===== src/rtl/alu_pkg.sv =====
// Shared ALU definitions: widths, flag bit positions and opcode tags.
// Latency: n/a (constants and types only).
// Backpressure: n/a.
package alu_pkg;

    localparam int ALU_W  = 64;
    localparam int SEL_W  = 6;
    localparam int FLAG_W = 7;

    // Bit positions inside the ALU flag vector
    localparam int FLG_CARRY = 0;
    localparam int FLG_OVF   = 1;
    localparam int FLG_ZERO  = 2;
    localparam int FLG_NEG   = 3;
    localparam int FLG_PAR   = 4;
    localparam int FLG_MOD   = 5;
    localparam int FLG_SIGN  = 6;

    // Opcode tags shared by the ALU, this buffer and the consumer (OP_ADD=0 .. OP_GE=34)
    typedef enum logic [SEL_W-1:0] {
        OP_ADD = 6'd0, OP_SUB, OP_ADC, OP_SBB,
        OP_AND, OP_OR, OP_XOR, OP_NOT, OP_NAND, OP_NOR, OP_XNOR,
        OP_SLL, OP_SRL, OP_SRA, OP_ROL, OP_ROR,
        OP_MUL, OP_MULH, OP_MULHU, OP_MULHSU,
        OP_DIV, OP_DIVU, OP_REM, OP_REMU,
        OP_NEG, OP_ABS, OP_MIN, OP_MAX, OP_MINU, OP_MAXU,
        OP_EQ, OP_NE, OP_LT, OP_LTU, OP_GE
    } alu_op_e;

endpackage


===== src/rtl/alu_result_mem.sv =====
// Entry storage for the ALU result buffer: one write port, one asynchronous read port, no reset.
// Latency: write lands on the clock edge; read is combinational from the addressed register.
// Backpressure: none; the caller only enables writes when a slot is free.
module alu_result_mem #(
    parameter int DEPTH = 4,
    parameter int WIDTH = 8
) (
    input  logic                     clk,
    input  logic                     wr_en,
    input  logic [$clog2(DEPTH)-1:0] wr_addr,
    input  logic [WIDTH-1:0]         wr_data,
    input  logic [$clog2(DEPTH)-1:0] rd_addr,
    output logic [WIDTH-1:0]         rd_data
);

    logic [WIDTH-1:0] mem [DEPTH];

    // Capture an accepted entry; contents are don't-care until written
    always_ff @(posedge clk) begin
        if (wr_en) begin
            mem[wr_addr] <= wr_data;
        end
    end

    assign rd_data = mem[rd_addr];

endmodule


===== src/rtl/alu_result_fifo.sv =====
// Registered DEPTH-entry buffer behind the ALU, plus a sticky OR of all accepted flags.
// Latency: entry pushed at edge N is visible on out_* after edge N; no bypass path.
// Backpressure: in_ready = not full, from state only; a pop on a full FIFO re-opens in_ready next cycle.
module alu_result_fifo
    import alu_pkg::*;
#(
    parameter int DEPTH  = 4,
    parameter int DATA_W = ALU_W
) (
    input  logic                     clk,
    input  logic                     rst,
    input  logic                     in_valid,
    output logic                     in_ready,
    input  logic [SEL_W-1:0]         in_sel,
    input  logic [DATA_W-1:0]        in_result,
    input  logic [DATA_W-1:0]        in_upper,
    input  logic [FLAG_W-1:0]        in_flags,
    output logic                     out_valid,
    input  logic                     out_ready,
    output logic [SEL_W-1:0]         out_sel,
    output logic [DATA_W-1:0]        out_result,
    output logic [DATA_W-1:0]        out_upper,
    output logic [FLAG_W-1:0]        out_flags,
    output logic [$clog2(DEPTH):0]   count,
    output logic [FLAG_W-1:0]        sticky_flags,
    input  logic                     sticky_clr
);

    localparam int AW      = $clog2(DEPTH);
    localparam int ENTRY_W = SEL_W + 2*DATA_W + FLAG_W;

    // Pointers carry one extra wrap bit so full and empty are distinguishable
    logic [AW:0]          wr_ptr;
    logic [AW:0]          rd_ptr;
    logic                 full;
    logic                 empty;
    logic                 push;
    logic                 pop;
    logic [ENTRY_W-1:0]   wr_data;
    logic [ENTRY_W-1:0]   rd_data;

    assign full  = (wr_ptr[AW-1:0] == rd_ptr[AW-1:0]) && (wr_ptr[AW] != rd_ptr[AW]);
    assign empty = (wr_ptr == rd_ptr);

    assign in_ready  = !full;
    assign out_valid = !empty;
    assign push      = in_valid && in_ready;
    assign pop       = out_valid && out_ready;

    // Pointer difference modulo 2*DEPTH is exactly the occupancy 0..DEPTH
    assign count = wr_ptr - rd_ptr;

    // Advance write pointer on push, read pointer on pop; both wrap naturally
    always_ff @(posedge clk or posedge rst) begin
        if (rst) begin
            wr_ptr <= '0;
            rd_ptr <= '0;
        end else begin
            if (push) begin
                wr_ptr <= wr_ptr + 1'b1;
            end
            if (pop) begin
                rd_ptr <= rd_ptr + 1'b1;
            end
        end
    end

    assign wr_data = {in_sel, in_result, in_upper, in_flags};

    alu_result_mem #(
        .DEPTH (DEPTH),
        .WIDTH (ENTRY_W)
    ) u_mem (
        .clk     (clk),
        .wr_en   (push),
        .wr_addr (wr_ptr[AW-1:0]),
        .wr_data (wr_data),
        .rd_addr (rd_ptr[AW-1:0]),
        .rd_data (rd_data)
    );

    // Head fields are forced to zero while empty so stale storage never leaks out
    assign {out_sel, out_result, out_upper, out_flags} = out_valid ? rd_data : '0;

    // Sticky flag accumulation; a clear coinciding with a push keeps that push's flags
    always_ff @(posedge clk or posedge rst) begin
        if (rst) begin
            sticky_flags <= '0;
        end else if (sticky_clr && push) begin
            sticky_flags <= in_flags;
        end else if (sticky_clr) begin
            sticky_flags <= '0;
        end else if (push) begin
            sticky_flags <= sticky_flags | in_flags;
        end
    end

endmodule


===== config.mk =====
export PLATFORM = sky130hd
export DESIGN_NAME = alu_result_fifo
export DESIGN_NICKNAME = d
export VERILOG_FILES = /design/src/rtl/alu_pkg.sv /design/src/rtl/alu_result_mem.sv /design/src/rtl/alu_result_fifo.sv
export SDC_FILE = /design/constraint.sdc
export NUM_CORES = 1
export LEC_CHECK = 0
export CORE_ASPECT_RATIO = 0.5
export CORE_UTILIZATION = 59
export CTS_CLUSTER_DIAMETER = 200
export DETAILED_ROUTE_END_ITERATION = 12
export PLACE_DENSITY = 0.95
export SYNTH_ARGS = -nofsm -noshare
export SYNTH_HDL_FRONTEND = slang
export SYNTH_SLANG_ARGS = --single-unit

===== constraint.sdc =====
create_clock -name clk -period 9.1 [get_ports clk]
set_input_delay 0.91 -clock clk [delete_from_list [all_inputs] [get_ports clk]]
set_output_delay 0.91 -clock clk [all_outputs]
set_load 0.01 [all_outputs]

# After elaboration in Yosys (flattened, before gate mapping)
# Memory sizes are Yosys's and may differ from the RTL's.
# Index checks and enable logic that the tools add are counted.
[word_totals]
ff_bits = 13
mem_bits_rw = 564
inputBits = 146
output_inout_bits = 153
wordCells = 24
n_memories = 1
[memory_table]
columns = ["name", "depth", "word_bits", "read_ports", "rd_ports_with_merged_regs", "wr", "line_no", "rtl"]
rows = [
  ["u_mem.mem", 4, 141, 1, 0, 1, "alu_result_mem.sv:16", "logic [WIDTH-1:0] mem [DEPTH];"],
]
[classes]
add_sub_neg = 3
n_eq_ne = 3
mux = 6
bitwise = 1
n_reduce_logical = 7
[ops]
columns = ["operator", "count"]
rows = [
  ["2-to-1 mux 141 bit", 1],
  ["2-to-1 mux 7 bit", 3],
  ["OR 7 bit", 1],
  ["adder 3 x 1 -> 3 bit, second input constant", 2],
  ["logical AND 1 bit", 4],
  ["== test 3 bit", 1],
  ["nonzero test 3 bit", 1],
  ["subtractor 3 bit", 1],
  ["== test 2 bit", 1],
  ["logical NOT 1 bit", 2],
  ["2-to-1 mux 1 bit", 2],
  ["inequality test 1 bit", 1],
]

# Longest topological paths before layout
# Gate-level depths: netlist of run 1.
[logic_depth]
word_depth = 7
ltp_mapped = 11
depth_no_buf = 5

# Modules after synthesis
# A second synthesis of run 1 with hierarchy kept.
[hier_totals]
cells_unflattened = 951
hier_area_um2 = 22047.4
[modules_own_cells]
columns = ["module", "n_inst", "cells_each", "area_per_inst_um2", "seq_area_each_um2"]
rows = [
  ["alu_result_mem", 1, 741, 20359.5, 16936.2],
  ["alu_result_fifo", 1, 210, 1687.9, 325.3],
]

# Least setup slack after synthesis of run 1
# No wires, ideal clock.
[synth_timing]
kind = "register -> register"
from = "register rd_ptr[1]"
to = "memory u_mem.mem[0][0] (netlist name) (enable)"
setup_time_ps = 518
t_arrival_ps = 5123
required_ps = 8582
setup_slack_ps = 3459
stages_incl_launch_ff = 9
path_buffers = 4
synth_period_minus_slack_ps = 5641
path_cell_list = "dfrtp_1 buf_2 buf_2 buf_2 inv_1 ha_1 a31oi_1 buf_2 and2_1"
[synth_between]
elab_chain_cells = 6
[synth_lines]
columns = ["element", "line_no", "rtl"]
rows = [
  ["start, declared", "alu_result_fifo.sv:34", "logic [AW:0] rd_ptr;"],
  ["start signal, assigned", "alu_result_fifo.sv:63", "rd_ptr <= rd_ptr + 1'b1;"],
  ["== test 2 bit", "alu_result_fifo.sv:42", "assign full = (wr_ptr[AW-1:0] == rd_ptr[AW-1:0]) && (wr_ptr[AW] != rd_ptr[AW]);"],
  ["logical AND 1 bit", "alu_result_fifo.sv:42", ""],
  ["logical NOT 1 bit", "alu_result_fifo.sv:45", "assign in_ready = !full;"],
  ["logical AND 1 bit", "alu_result_fifo.sv:47", "assign push = in_valid && in_ready;"],
  ["2-to-1 mux 1 bit", "alu_result_mem.sv:20", "if (wr_en) begin"],
  ["2-to-1 mux 1 bit (implied by the code)", "alu_result_mem.sv:21", "mem[wr_addr] <= wr_data;"],
  ["end, declared", "alu_result_mem.sv:16", ""],
]
# Every way passes these cells.

# Worst setup path after layout of run 1
[layout_timing]
from = "register rd_ptr[0]"
to = "output out_result[46]"
[layout_between]
elab_chain_cells = 2
elab_cells_between_ends = 3
cone_classes = "eq/ne (1); mux (1); memory (1)"
[layout_lines]
columns = ["element", "line_no", "rtl"]
rows = [
  ["memory (4 x 141 bit) or == test 3 bit (tied branches)", "--", ""],
  ["2-to-1 mux 141 bit *", "alu_result_fifo.sv:83", "assign {out_sel, out_result, out_upper, out_flags} = out_valid ? rd_data : '0;"],
  ["end, declared", "alu_result_fifo.sv:21", "output logic [DATA_W-1:0] out_result,"],
]
# Mark *: on every way between the ends. The rest lies on a longest branch, timed or not.

==> impl_results.md, run 1 <==
- CP Max Fanout: 98
- Met2 wire length: between 20,000 and 30,000 µm
- DRC viols: 0
- Number of CTS-inserted buffers: 48
- Crit path kind: reg2out
- Antenna violations before repair: 9
- PwrDens: 375 mW/mm²
- FF-to-FF path depth: 4
- Htree depth: 2
- Leakage: 8.72 nW
- WP data required: 8.19 ns
- Cell area after synthesis: about 0.022 mm²
- Drt total wl: approximately 51,000 µm
- Crit path launch type: flip-flop
- Largest net degree at the start of global routing: 99
- Flops & latches, synth: 577
- Vias in the first global route: 11,637
- PortBufs: 298
- Most frequent cells in the layout: edfxtp_1, clkdlybuf4s50_1, mux4_2, and2_1, clkbuf_16
- Wl on met1: 17,700 µm
- CTS tree: built
- Full die area: 0.0382 mm²
- Layout cells sized above 1: 0.179
- Peak Freq: approximately 190 MHz
- Layout fillers: between 1,500 and 2,000
- TritonRoute pass-1 iters: 7
- Die H: 139 µm
- Slew Limit Fails: 0
- Max Clock Skew: 0.0116 ns
- Synth Instances: 954
- Clock Pin Slew Worst Setup and Hold Paths: roughly 0.070 ns
- Detail Route Antenna Nets: 0
- Yosys top cell by area: edfxtp_1
- HP Class: reg2reg
- Setup repair after global routing missed its margin: no
- Iter 0 DRT Violations: 1,052
- Slew margin rel.: 0.247
- Met3 Routed Length: 2800 µm
- Net count after synthesis: 1,108
- Count of different cell masters after synthesis: 22
- TNS Setup: 0 ns
- Slew @ Worst Pin: 1.13 ns
- DP HPWL: just under 30,000 µm
- Post-synth top area share: 0.769
- Initial Util: 0.606
- IO Pins: approximately 300
- Number of setup violations in the final report: 0
- Clock sinks: 577
- Gr usage total: 0.272
- Nets: ~1,400
- Min Hold Slack: 0.529 ns
- Hold Path Origin: sticky_flags[2]$_DFFE_PP0P_
- Num rows: 49
- Cell count of the worst hold path: 1
- Largest buffer count on any clock path: 3
- Hold buffers post-CTS: 0
- Status: complete, no violations
- Reg2reg setup slack: 4.45 ns
- CP endpoint kind: output pin
- Total number of vias: roughly 11,000
- Max Used Layer: met4
- Global-route wire length before repair: ~75,000 µm
- RR Endpoint: u_mem.mem[3][88]$_DFFE_PP_
- Max-cap violations: 0
- Wirelength per Cell: around 29 µm
- Final Hold Viols: 0
- Core area: roughly 0.036 mm²
- Final worst-path cycle share: 0.590
- CP Data Arrival Time: between 4 and 5 ns
- Synthesis-to-layout area growth: 22.3%
- Post-CTS Setup Inserts: 0
- Worst r2r src: rd_ptr[0]$_DFFE_PP0P_
- Post-CTS sizing: 0
- VDD IR max: about 0.00021 V
- Die width: approximately 280 µm
- Synth Area per Inst: approximately 23 µm²
- Sequential area share after synthesis: 0.783
- WHS Endpoint: sticky_flags[2]$_DFFE_PP0P_
- Routability Congestion: 0.814
- Commonest non-fill, non-tap cell in the layout: edfxtp_1
- GRT Residual Overflow: 0
- Routed vias/inst: 6.15
- CTS root buf: clkbuf_16
- Most area-consuming cells after synthesis: edfxtp_1, mux4_2, and2_1, dfrtp_1, buf_6
- Ys Warns: 0
- Clk_lat worst skew: 0.56 ns
- Min Tclk post-route: 5.37 ns
## power breakdown
| part | switching [mW] | internal, mW | leakage, nW |
|---|---|---|---|
| Combinational | 1.98 | 2.19 | 2.64 |
| Clock | 0.913 | 1.13 | 0.757 |
| Sequential | 0.281 | 3.60 | 5.32 |
| Total | 3.18 | 6.92 | 8.72 |
## worst max-delay path by stage
stage | startpoint | end | cells past startpoint
finish | rd_ptr[0]$_DFFE_PP0P_ | out_result[46] | 6
global route | rd_ptr[0]$_DFFE_PP0P_ | out_result[46] | 6
CTS | rd_ptr[0]$_DFFE_PP0P_ | out_result[46] | 6
detailed placement | rd_ptr[0]$_DFFE_PP0P_ | u_mem.mem[0][33]$_DFFE_PP_ | 4
global placement | rd_ptr[0]$_DFFE_PP0P_ | u_mem.mem[3][82]$_DFFE_PP_ | 4
floorplan | rd_ptr[1]$_DFFE_PP0P_ | u_mem.mem[0][0]$_DFFE_PP_ | 8
## area by class of cell
cell class	instances	area, µm²	area share
sequential	577	17300	0.641
inverter	8	30.0	0.00111
multi-input combinational	320	4410	0.164
antenna	12	30.0	0.00111
clock inverter	18	168	0.00622
clock buffer	69	1360	0.0505
timing repair buffer	309	3070	0.114
tap	484	606	0.0225
## metal layers
layer  vias up  GRT usage
li1       4537          -
met1      5716      0.323
met2       625      0.470
met3       172     0.0452
met4         0      0.165
met5         -          0
## metrics by stage
step           setup slack [ns]  utilization  total power [mW]  instances  cell area [µm²]
5_1_grt                    3.44        0.741              10.4       1794            26900
2_1_floorplan              3.46            -              6.11        954            22000
6_report                   3.73        0.741              10.1       1797            26900
3_3_place_gp               4.39        0.698              7.80       1698            25400
4_1_cts                    3.67        0.740              10.1       1785            26900
3_5_place_dp               4.13        0.698              8.00       1698            25400
## cell families after synthesis
group,Yosys count,share of synthesized area
flops,577,0.783
fa+ha+maj,8,0.00488
compound gates,14,0.00454
mux,144,0.146
xor+xnor,4,0.00193
buf+inv,57,0.0173
simple gates,150,0.0422
## worst max-delay path, stage by stage, from the launching register on
cell and delay (ns):
dfrtp_4 1.05, ha_1 0.47, nand2_1 0.16, or2_4 0.43, buf_4 0.75, and2_1 0.30, clkdlybuf4s50_1 0.62
## flip-flops by register name, indices dropped and copies added (netlist names)
name and cells:
u_mem.mem 564, sticky_flags 7, wr_ptr 3, rd_ptr 3
## synthesized netlist by cell type
library cell  instances
a22o_1                7
xnor2_1               2
ha_1                  7
mux4_2              141
dfrtp_1              13
buf_4                 1
o21ai_0               2
and2_1              145
clkbuf_1             12
xor2_1                1
buf_6                19
a21oi_1               2
nand3_1               1
buf_2                17
xor2_2                1
fa_1                  1
edfxtp_1            564
a31oi_1               3
inv_1                 8
or2_1                 1
nand2_1               3
mux2_2                3
No activity file was read; power rests on OpenSTA's default activity.
==> run 2: changes to the inputs <==
--- a/config.mk
+++ b/config.mk
@@ -6,10 +6,10 @@
 export NUM_CORES = 1
 export LEC_CHECK = 0
 export CORE_ASPECT_RATIO = 0.5
-export CORE_UTILIZATION = 59
+export CORE_UTILIZATION = 49
 export CTS_CLUSTER_DIAMETER = 200
 export DETAILED_ROUTE_END_ITERATION = 12
-export PLACE_DENSITY = 0.95
+export PLACE_DENSITY = 0.85
 export SYNTH_ARGS = -nofsm -noshare
 export SYNTH_HDL_FRONTEND = slang
 export SYNTH_SLANG_ARGS = --single-unit
==> constraint.sdc (replaced) <==
create_clock -name clk -period 4.5 [get_ports clk]
set_input_delay 0.45 -clock clk [delete_from_list [all_inputs] [get_ports clk]]
set_output_delay 0.45 -clock clk [all_outputs]
set_load 0.01 [all_outputs]
==> run 2 against run 1 <==
The run now ends with DRC left. Critical endpoint is now out_upper[62]. Worst hold slack got worse by 0.29 ns. Critical path depth did not move. Global-route usage fell by 6.7 points. Largest power group unchanged. Largest cell class unchanged. Cell count rose by 6.5%. Highest routed layer unchanged.
==> impl_results.md, run 2 (synthesis gave the netlist of run 1 again) <==
- Status: complete, but fails checks
- Failing checks: DRC
- DP HPWL: 28,000 µm (-4.6%)
- GRT Residual Overflow: 0 (unchanged)
- Clk_lat worst skew: 0.56 ns (about the same)
- Core area: 0.0440 mm² (+21%)
- Commonest non-fill, non-tap cell in the layout: edfxtp_1
- Leakage: 8.79 nW (+0.82%)
- Most frequent cells in the layout: edfxtp_1, clkdlybuf4s50_1, mux4_2, and2_1, clkbuf_16
- Drt total wl: 46,700 µm (-8.9%)
- CTS tree: built
- DRC viols: 2 (+2)
- Largest buffer count on any clock path: 3 (unchanged)
- Vias in the first global route: 11,453 (-1.6%)
- Num rows: 54 (+10%)
- Global-route wire length before repair: 70,400 µm (-6.2%)
- Clock Pin Slew Worst Setup and Hold Paths: 0.07 ns (about the same)
- VDD IR max: 0.000564 V (+170%)
- Min Hold Slack: 0.239 ns (-0.290 ns)
- Top Registers: u_mem.mem: 564 flops, sticky_flags: 7 flops
- Clock sinks: 577 (unchanged)
- Antenna violations before repair: 12 (+3)
- Max reg flops: 564 (unchanged)
- Die H: 152 µm (+9.6%)
- Number of CTS-inserted buffers: 51 (+6.3%)
- Iter 0 DRT Violations: 765 (-27%)
- CP Data Arrival Time: 3.43 ns (-1.03 ns)
- Nets: 1,429 (+0.78%)
- Full die area: 0.0459 mm² (+20%)
- Final Hold Viols: 0 (unchanged)
- HP Class: in2async
- IO Pins: 299 (unchanged)
- Detail Route Antenna Nets: 0 (unchanged)
- Post-DP Area: 0.0256 mm² (+1.1%)
- Die width: 302 µm (+9.7%)
- WP data required: 4.05 ns (-4.14 ns)
- CP Max Fanout: 70 (-29%)
- Final worst-path cycle share: 0.861
- Total number of vias: 10,569 (-4.4%)
- FF-to-FF path depth: 5 (+1)
- Gr usage total: 0.205 (-0.0675)
- Layout cells sized above 1: 0.179 (-0.000250)
- Min Tclk post-route: 3.88 ns
- Post-Layout Inst Area: 0.0273 mm² (+1.2%)
- TNS Setup: 0 ns (unchanged)
- Post-CTS Setup Inserts: 0 (unchanged)
- Max-cap violations: 0 (unchanged)
- Peak Freq: 258 MHz
- PortBufs: 298 (unchanged)
- Worst r2r src: rd_ptr[0]$_DFFE_PP0P_
- Slew @ Worst Pin: 0.977 ns (-0.152 ns)
- PwrDens: 747 mW/mm² (+99%)
- Wirelength per Cell: 24.4 µm (-14%)
- RR Endpoint: u_mem.mem[2][83]$_DFFE_PP_
- Crit path launch type: flip-flop
- Post-CTS sizing: 0 (unchanged)
- Slew margin rel.: 0.348 (+0.102)
- Routability Congestion: 0.760 (-6.6%)
- TritonRoute pass-1 iters: 9 (+2)
- CP endpoint kind: output pin
- Max Clock Skew: 0.0232 ns (+0.0116 ns)
- Routed vias/inst: 5.52 (-10%)
- Htree depth: 2 (unchanged)
- Reg2reg setup slack: 1.55 ns (-2.90 ns)
- Synthesis-to-layout area growth: 23.7%
- Number of setup violations in the final report: 0 (unchanged)
- CTS root buf: clkbuf_16
- Setup repair after global routing missed its margin: no
- Crit path kind: reg2out
- Slew Limit Fails: 0 (unchanged)
- Initial Util: 0.501 (-0.105)
- Hold buffers post-CTS: 0 (unchanged)
- Largest net degree at the start of global routing: 145 (+46%)
- Biggest register: u_mem.mem
## run 2: layout make-up
cell class / count / area (µm²)
clock buffer: 63 / 1320
clock inverter: 29 / 262
multi-input combinational: 320 / 4400
sequential: 577 / 17300
timing repair buffer: 317 / 3210
antenna: 12 / 30.0
fill: 2810 / 16700
inverter: 8 / 30.0
tap: 588 / 736
## run 2: worst max-delay path by stage
stage,start,to,cells past startpoint
floorplan,rd_ptr[1]$_DFFE_PP0P_,u_mem.mem[0][0]$_DFFE_PP_,8
global placement,rd_ptr[0]$_DFFE_PP0P_,out_result[46],6
detailed placement,rd_ptr[0]$_DFFE_PP0P_,out_upper[62],6
CTS,rd_ptr[0]$_DFFE_PP0P_,out_upper[62],6
global route,wr_ptr[0]$_DFFE_PP0P_,out_upper[62],7
finish,rd_ptr[0]$_DFFE_PP0P_,out_upper[62],6
## run 2: layer usage
metal | vias to the layer above | part of all wire | GRT usage
li1 | 4558 | - | -
met4 | 0 | 0.049 | 0.108
met5 | - | 0 | 0
met3 | 122 | 0.036 | 0.0296
met1 | 5575 | 0.36 | 0.234
met2 | 314 | 0.56 | 0.372
## run 2: worst max-delay path, cell delays in order (launching register included)
cell	delay, ns
dfrtp_4	0.50
ha_1	0.39
nand2_1	0.17
or2_4	0.61
buf_4	0.36
and2_1	0.17
clkdlybuf4s50_1	0.57
## run 2: where the power goes
part           internal [mW]  switching [mW]
clock network           2.36            1.84
logic                   4.54            4.06
registers               7.26           0.314
total                   14.2            6.21
## run 2: metrics by stage
step / total power [mW] / setup slack (ns) / std cells / util
after CTS: 20.6 / 0.616 / 1902 / 0.619
final: 20.4 / 0.625 / 1914 / 0.620
after global placement: 16.0 / 1.40 / 1810 / 0.583
after global routing: 21.2 / 0.495 / 1914 / 0.620
after floorplan: 12.3 / 0.443 / 954 / -
after detailed placement: 16.3 / 1.29 / 1810 / 0.583
